===== src/rtl/param_vending_machine.sv =====
// Parameterised coin-operated vending controller: one-coin credit, one-hot item
// selection, per-item stock tracking, change/refund pulses. All outputs registered.
module param_vending_machine #(
  parameter int unsigned NUM_ITEMS  = 4,
  parameter logic [4*NUM_ITEMS-1:0] PRICES = {4'd3, 4'd2, 4'd2, 4'd1},
  parameter int unsigned MAX_CREDIT = 9,
  parameter int unsigned STOCK_INIT = 3
) (
  input  logic                 clk,
  input  logic                 rst,
  input  logic                 i_coin,
  input  logic [NUM_ITEMS-1:0] i_sel,
  input  logic                 i_refund,
  input  logic                 i_restock,
  output logic [NUM_ITEMS-1:0] o_led,
  output logic [NUM_ITEMS-1:0] o_sold_out,
  output logic [NUM_ITEMS-1:0] o_vend,
  output logic [3:0]           o_change,
  output logic                 o_change_valid,
  output logic                 o_coin_reject,
  output logic [3:0]           o_credit
);

  localparam int unsigned CNT_W = 4;
  localparam logic [CNT_W-1:0] MAX_CR   = CNT_W'(MAX_CREDIT);
  localparam logic [CNT_W-1:0] STOCK_LD = CNT_W'(STOCK_INIT);

  typedef enum logic [1:0] {IDLE, CREDIT, VEND, CHANGE} state_e;

  state_e                             state_q, state_d;
  logic [CNT_W-1:0]                   credit_q, credit_d;
  logic [NUM_ITEMS-1:0][CNT_W-1:0]    stock_q, stock_d;
  logic [NUM_ITEMS-1:0]               vend_sel_q, vend_sel_d;
  logic [NUM_ITEMS-1:0]               vend_q, vend_d;
  logic [CNT_W-1:0]                   change_q, change_d;
  logic                               change_valid_q, change_valid_d;
  logic                               coin_reject_q, coin_reject_d;
  logic [NUM_ITEMS-1:0]               led_q, led_d;
  logic [NUM_ITEMS-1:0]               sold_out_q, sold_out_d;

  logic                               sel_onehot_c;
  logic                               sel_valid_c;
  logic [CNT_W-1:0]                   sel_price_c;
  logic [CNT_W-1:0]                   sel_stock_c;
  logic [CNT_W-1:0]                   vend_price_c;

  // Price/stock of the requested item and price of the item being dispensed
  always_comb begin
    sel_onehot_c = (i_sel != '0) && ((i_sel & (i_sel - NUM_ITEMS'(1))) == '0);
    sel_price_c  = '0;
    sel_stock_c  = '0;
    vend_price_c = '0;
    for (int k = 0; k < NUM_ITEMS; k++) begin
      if (i_sel[k]) begin
        sel_price_c = PRICES[CNT_W*k +: CNT_W];
        sel_stock_c = stock_q[k];
      end
      if (vend_sel_q[k]) begin
        vend_price_c = PRICES[CNT_W*k +: CNT_W];
      end
    end
    sel_valid_c = sel_onehot_c && (credit_q >= sel_price_c) && (sel_stock_c != '0);
  end

  // Next state; each state's actions land on the edge that leaves it
  always_comb begin
    state_d        = state_q;
    credit_d       = credit_q;
    stock_d        = stock_q;
    vend_sel_d     = vend_sel_q;
    vend_d         = '0;
    change_d       = '0;
    change_valid_d = 1'b0;
    coin_reject_d  = 1'b0;

    case (state_q)
      IDLE: begin
        if (i_restock) begin
          for (int k = 0; k < NUM_ITEMS; k++) stock_d[k] = STOCK_LD;
        end
        if (i_coin) begin
          credit_d = CNT_W'(1);
          state_d  = CREDIT;
        end
      end
      CREDIT: begin
        if (i_refund) begin
          coin_reject_d = i_coin;
          state_d       = CHANGE;
        end else if (sel_valid_c) begin
          coin_reject_d = i_coin;
          vend_sel_d    = i_sel;
          state_d       = VEND;
        end else if (i_coin) begin
          if (credit_q >= MAX_CR) coin_reject_d = 1'b1;
          else                    credit_d      = credit_q + CNT_W'(1);
        end
      end
      VEND: begin
        coin_reject_d = i_coin;
        vend_d        = vend_sel_q;
        for (int k = 0; k < NUM_ITEMS; k++) begin
          if (vend_sel_q[k] && (stock_q[k] != '0)) stock_d[k] = stock_q[k] - CNT_W'(1);
        end
        credit_d = (credit_q >= vend_price_c) ? credit_q - vend_price_c : '0;
        state_d  = (credit_d != '0) ? CHANGE : IDLE;
      end
      CHANGE: begin
        coin_reject_d  = i_coin;
        change_d       = credit_q;
        change_valid_d = 1'b1;
        credit_d       = '0;
        state_d        = IDLE;
      end
      default: state_d = IDLE;
    endcase

    for (int k = 0; k < NUM_ITEMS; k++) begin
      sold_out_d[k] = (stock_d[k] == '0);
      led_d[k]      = (state_d == CREDIT) && (credit_d >= PRICES[CNT_W*k +: CNT_W])
                      && (stock_d[k] != '0);
    end
  end

  always_ff @(posedge clk) begin
    if (rst) begin
      state_q        <= IDLE;
      credit_q       <= '0;
      for (int k = 0; k < NUM_ITEMS; k++) stock_q[k] <= STOCK_LD;
      vend_sel_q     <= '0;
      vend_q         <= '0;
      change_q       <= '0;
      change_valid_q <= 1'b0;
      coin_reject_q  <= 1'b0;
      led_q          <= '0;
      sold_out_q     <= '0;
    end else begin
      state_q        <= state_d;
      credit_q       <= credit_d;
      stock_q        <= stock_d;
      vend_sel_q     <= vend_sel_d;
      vend_q         <= vend_d;
      change_q       <= change_d;
      change_valid_q <= change_valid_d;
      coin_reject_q  <= coin_reject_d;
      led_q          <= led_d;
      sold_out_q     <= sold_out_d;
    end
  end

  assign o_led          = led_q;
  assign o_sold_out     = sold_out_q;
  assign o_vend         = vend_q;
  assign o_change       = change_q;
  assign o_change_valid = change_valid_q;
  assign o_coin_reject  = coin_reject_q;
  assign o_credit       = credit_q;

endmodule


===== config.mk =====
export PLATFORM = sky130hd
export DESIGN_NAME = param_vending_machine
export DESIGN_NICKNAME = d
export VERILOG_FILES = /design/src/rtl/param_vending_machine.sv
export SDC_FILE = /design/constraint.sdc
export NUM_CORES = 1
export LEC_CHECK = 0
export ABC_AREA = 1
export CAP_MARGIN = 0
export CORE_ASPECT_RATIO = 0.5
export CORE_MARGIN = 5
export CORE_UTILIZATION = 45
export CTS_BUF_LIST = sky130_fd_sc_hd__clkbuf_8
export DETAILED_ROUTE_END_ITERATION = 10
export PLACE_DENSITY_LB_ADDON = 0.25
export SYNTH_ARGS = -nofsm -noshare
export SYNTH_HDL_FRONTEND = slang
export SYNTH_SLANG_ARGS = --single-unit

===== constraint.sdc =====
create_clock -name clk -period 2.45 [get_ports clk]
set_input_delay 0.245 -clock clk [delete_from_list [all_inputs] [get_ports clk]]
set_output_delay 0.245 -clock clk [all_outputs]
set_load 0.05 [all_outputs]

==> reports/results.tsv <==
stage	metric	value	unit
placed_design	setup slack at placement	-0.05405	ns
synth	dominant synthesized flop cell	dfxtp_1	
synth	Synth Area in XOR/XNOR	0.3684	%
clock_network	CTS tree	built	
route	DR vias/cell	5.058	
layout	antenna cell count	0	
synth	Distinct cells, synth	36	
sta	fin worst setup slack	0.1954	ns
clock_network	Skew-Pair Late Insertion Delay	0.30	ns
pwr	switching part of the total	31.57	%
critical_path	reg2reg end	o_led[2]	
sta	relative slew slack	60.15	%
sta	Final setup violation count	0	
sta	Max Freq	443.5	MHz
critical_path	CP Capture Type	register	
clock_network	CTS Hold Bufs	0	
min_path	hold depth	2	
critical_path	worst r2r src	vend_sel_q[2]	
clock_network	Root Buffer	clkbuf_8	
pwr	leakage power	1.315	nW
clock_network	post-cts sizing count	0	
min_path	Hold Startpoint	stock_q[1]	
critical_path	startpoint types	register	
clock_network	CTS Buffer Depth	2	
route	vias after detailed routing	2266	
layout	register area	880.8	um2
route	DRC Markers	0	
sta	Min Hold Slack	0.4941	ns
floorplan	Chip Width	112.8	um
global_routing	first-pass GRT wire length	9453	um
route	TritonRoute pass-1 iters	4	
global_routing	largest net degree at the start of global routing	15	
placed_design	DP Wirelength	4382	um
layout	commonest non-fill, non-tap cells in the layout	nor2_1 (54), nand2_1 (52), inv_1 (46)	
synth	syn nets	359	
clock_network	Worst-path clk slew	0.09	ns
pwr	clock share of power	31.4	%
layout	post-route cell area	2894	um2
synth	syn_area_per_cell	7.033	um2
sta	Tcrit/Tclk final	92.03	%
synth	largest family of logic cells by synthesized area	simple AND/OR/NAND/NOR gates	
critical_path	worst reg2reg setup slack	0.20	ns
placed_design	# port buffers	30	
synth	Synth Cell Area	2377	um2
layout	# nets final	398	
critical_path	CP required	2.65	ns
sta	RSZ-0062 raised after global routing	false	
sta	Worst-Margin Slew	0.5955	ns
critical_path	r2r worst-path depth	14	
synth	Synth async-reset ratio	0	%
synth	compound-gate portion of the synthesized area	12.63	%
critical_path	CP arrival	2.45	ns
synth	simple-gate share of the synthesized area	33.16	%
pwr	Gate power share	20.9	%
clock_network	Sink Count	44	
layout	Layout area overhead	21.74	%
pwr	Pwr per Cell Area	540.4	nW/um2
placed_design	final RePlAce weighted congestion	0.8945	
sta	Fin. Hold Viols	0	
floorplan	die footprint	6925	um2
layout	multi-input logic area	1261	um2
floorplan	core area	5022	um2
clock_network	setup bufs post-CTS	0	
layout	Layout Utilization	57.62	%
synth	Post-synth EDFFs	0	
pwr	Int Pwr	1.070	mW
sta	minimum clock period	2.255	ns
placed_design	# placed instances	440	
pwr	Power Total	1.564	mW
status	status	finished clean	
synth	Ys Warns	0	
floorplan	Initial Util	47.33	%
layout	total of fill cells in the finished design	494	
global_routing	initial antenna violation count	0	
layout	share of layout cells above drive strength 1	12.96	%
flow_run	max_cap viols	0	
synth	Adder-Cell Fraction of Synth Area	6.632	%
min_path	Hold EP	stock_q[1]	
pwr	Worst VDD drop	241.5	uV
critical_path	crit-path max FO	3	
synth	FF+latch count, synth	44	
synth	register area share after synthesis	37.05	%
floorplan	Core Rows	18	
pwr	Seq pwr share	47.7	%
route	Antenna Violating Nets Remaining	0	
global_routing	grt total ovfl	0	
global_routing	overall routing resource usage	17.33	%
route	final WL	5660	um
layout	Final Non-Filler Cells	448	
placed_design	dpl cell area	2790	um2
pwr	switching power	493.8	uW
min_path	Hold Path Class	reg2reg	
layout	commonest non-fill, non-tap cell in the layout	nor2_1	
clock_network	CTS Buf Count	5	
floorplan	IO Count	31	
synth	Mapped Cells	338	
route	routed len/inst	12.63	um
sta	setup TNS	0	ns
clock_network	htree depth	2	
route	drt initial violations	135	
synth	mux contribution to synthesized area	0	%
global_routing	number of global-route vias before repair	2063	
critical_path	critical path type	reg2reg	
sta	skew final	0.006368	ns
floorplan	Die Ht	61.40	um
sta	Slew Limit Fails	0	
## power by group through the flow
| stage | combinational, mW | clock (mW) | sequential (mW) |
|---|---|---|---|
| global placement | 0.316 | 0 | 0.762 |
| finish | 0.326 | 0.491 | 0.746 |
| global route | 0.362 | 0.538 | 0.748 |
| floorplan | 0.176 | 0 | 0.802 |
| detailed placement | 0.318 | 0 | 0.762 |
| CTS | 0.320 | 0.505 | 0.746 |
## synth_stat cells (7+ instances only)
| cell | number | area [um2] |
|---|---|---|
| ha_1 | 11 | 137.6 |
| inv_2 | 9 | 33.78 |
| nand4_1 | 10 | 62.56 |
| o21ai_1 | 7 | 35.03 |
| dfxtp_1 | 44 | 880.8 |
| o21ai_0 | 19 | 95.09 |
| nand3_1 | 25 | 125.1 |
| inv_1 | 46 | 172.7 |
| nor2_1 | 54 | 202.7 |
| nand2_1 | 52 | 195.2 |
| a21oi_1 | 14 | 70.07 |
| nand2_2 | 9 | 56.30 |
## flip-flops by register name, summed over array words and instances (netlist names), 2 cells and up
| name | flops |
|---|---|
| stock_q | 16 |
| o_led | 4 |
| o_credit | 4 |
| vend_sel_q | 4 |
| o_sold_out | 4 |
| o_vend | 4 |
| state_q | 2 |
| o_change | 4 |
## cell families after synthesis
| group | Yosys count |
|---|---|
| xor gates and xnor gates | 1 |
| and+or+nand+nor | 167 |
| adders and majority gates | 12 |
| buffers and inverters | 61 |
| AOI/OAI and AO/OA | 53 |
| DFF | 44 |
## critical path, stage by stage (launching register included)
cell and delay [ns]:
dfxtp_1 0.37, inv_1 0.09, nand2_1 0.11, o21ai_1 0.09
ha_1 0.22, fa_2 0.36, xor2_1 0.15, nand2_1 0.11
nor2_1 0.05, a21oi_1 0.20, nand2_2 0.09, nor2_2 0.12
nand2_2 0.07, nand2_2 0.09, nor2_1 0.04
## worst max-delay path by stage
| stage | start | endpoint | cells past startpoint |
|---|---|---|---|
| after global placement | i_sel[1] | o_led[1] | 20 |
| after floorplan | o_credit[0] | o_led[3] | 12 |
| after global routing | vend_sel_q[2] | o_led[3] | 15 |
| final | vend_sel_q[2] | o_led[2] | 14 |
| after detailed placement | i_sel[1] | o_led[2] | 20 |
| after CTS | vend_sel_q[2] | o_led[0] | 14 |
## layer usage
layer	track usage, %	vias to the layer above	routed length, um
met5	0	-	0
met4	6.164	0	54
met3	4.024	6	368
met2	29.71	65	2514
met1	22.08	1026	2723
li1	-	1169	-
## area by class of cell
| cell class | count | area share [%] |
|---|---|---|
| multi-input combinational | 233 | 43.58 |
| sequential | 44 | 30.44 |
| timing repair buffer | 38 | 12.45 |
| inverter | 55 | 7.134 |
| tap | 70 | 3.026 |
| clock buffer | 6 | 2.853 |
| clock inverter | 2 | 0.5188 |
Power figures use the tool's default switching activity.
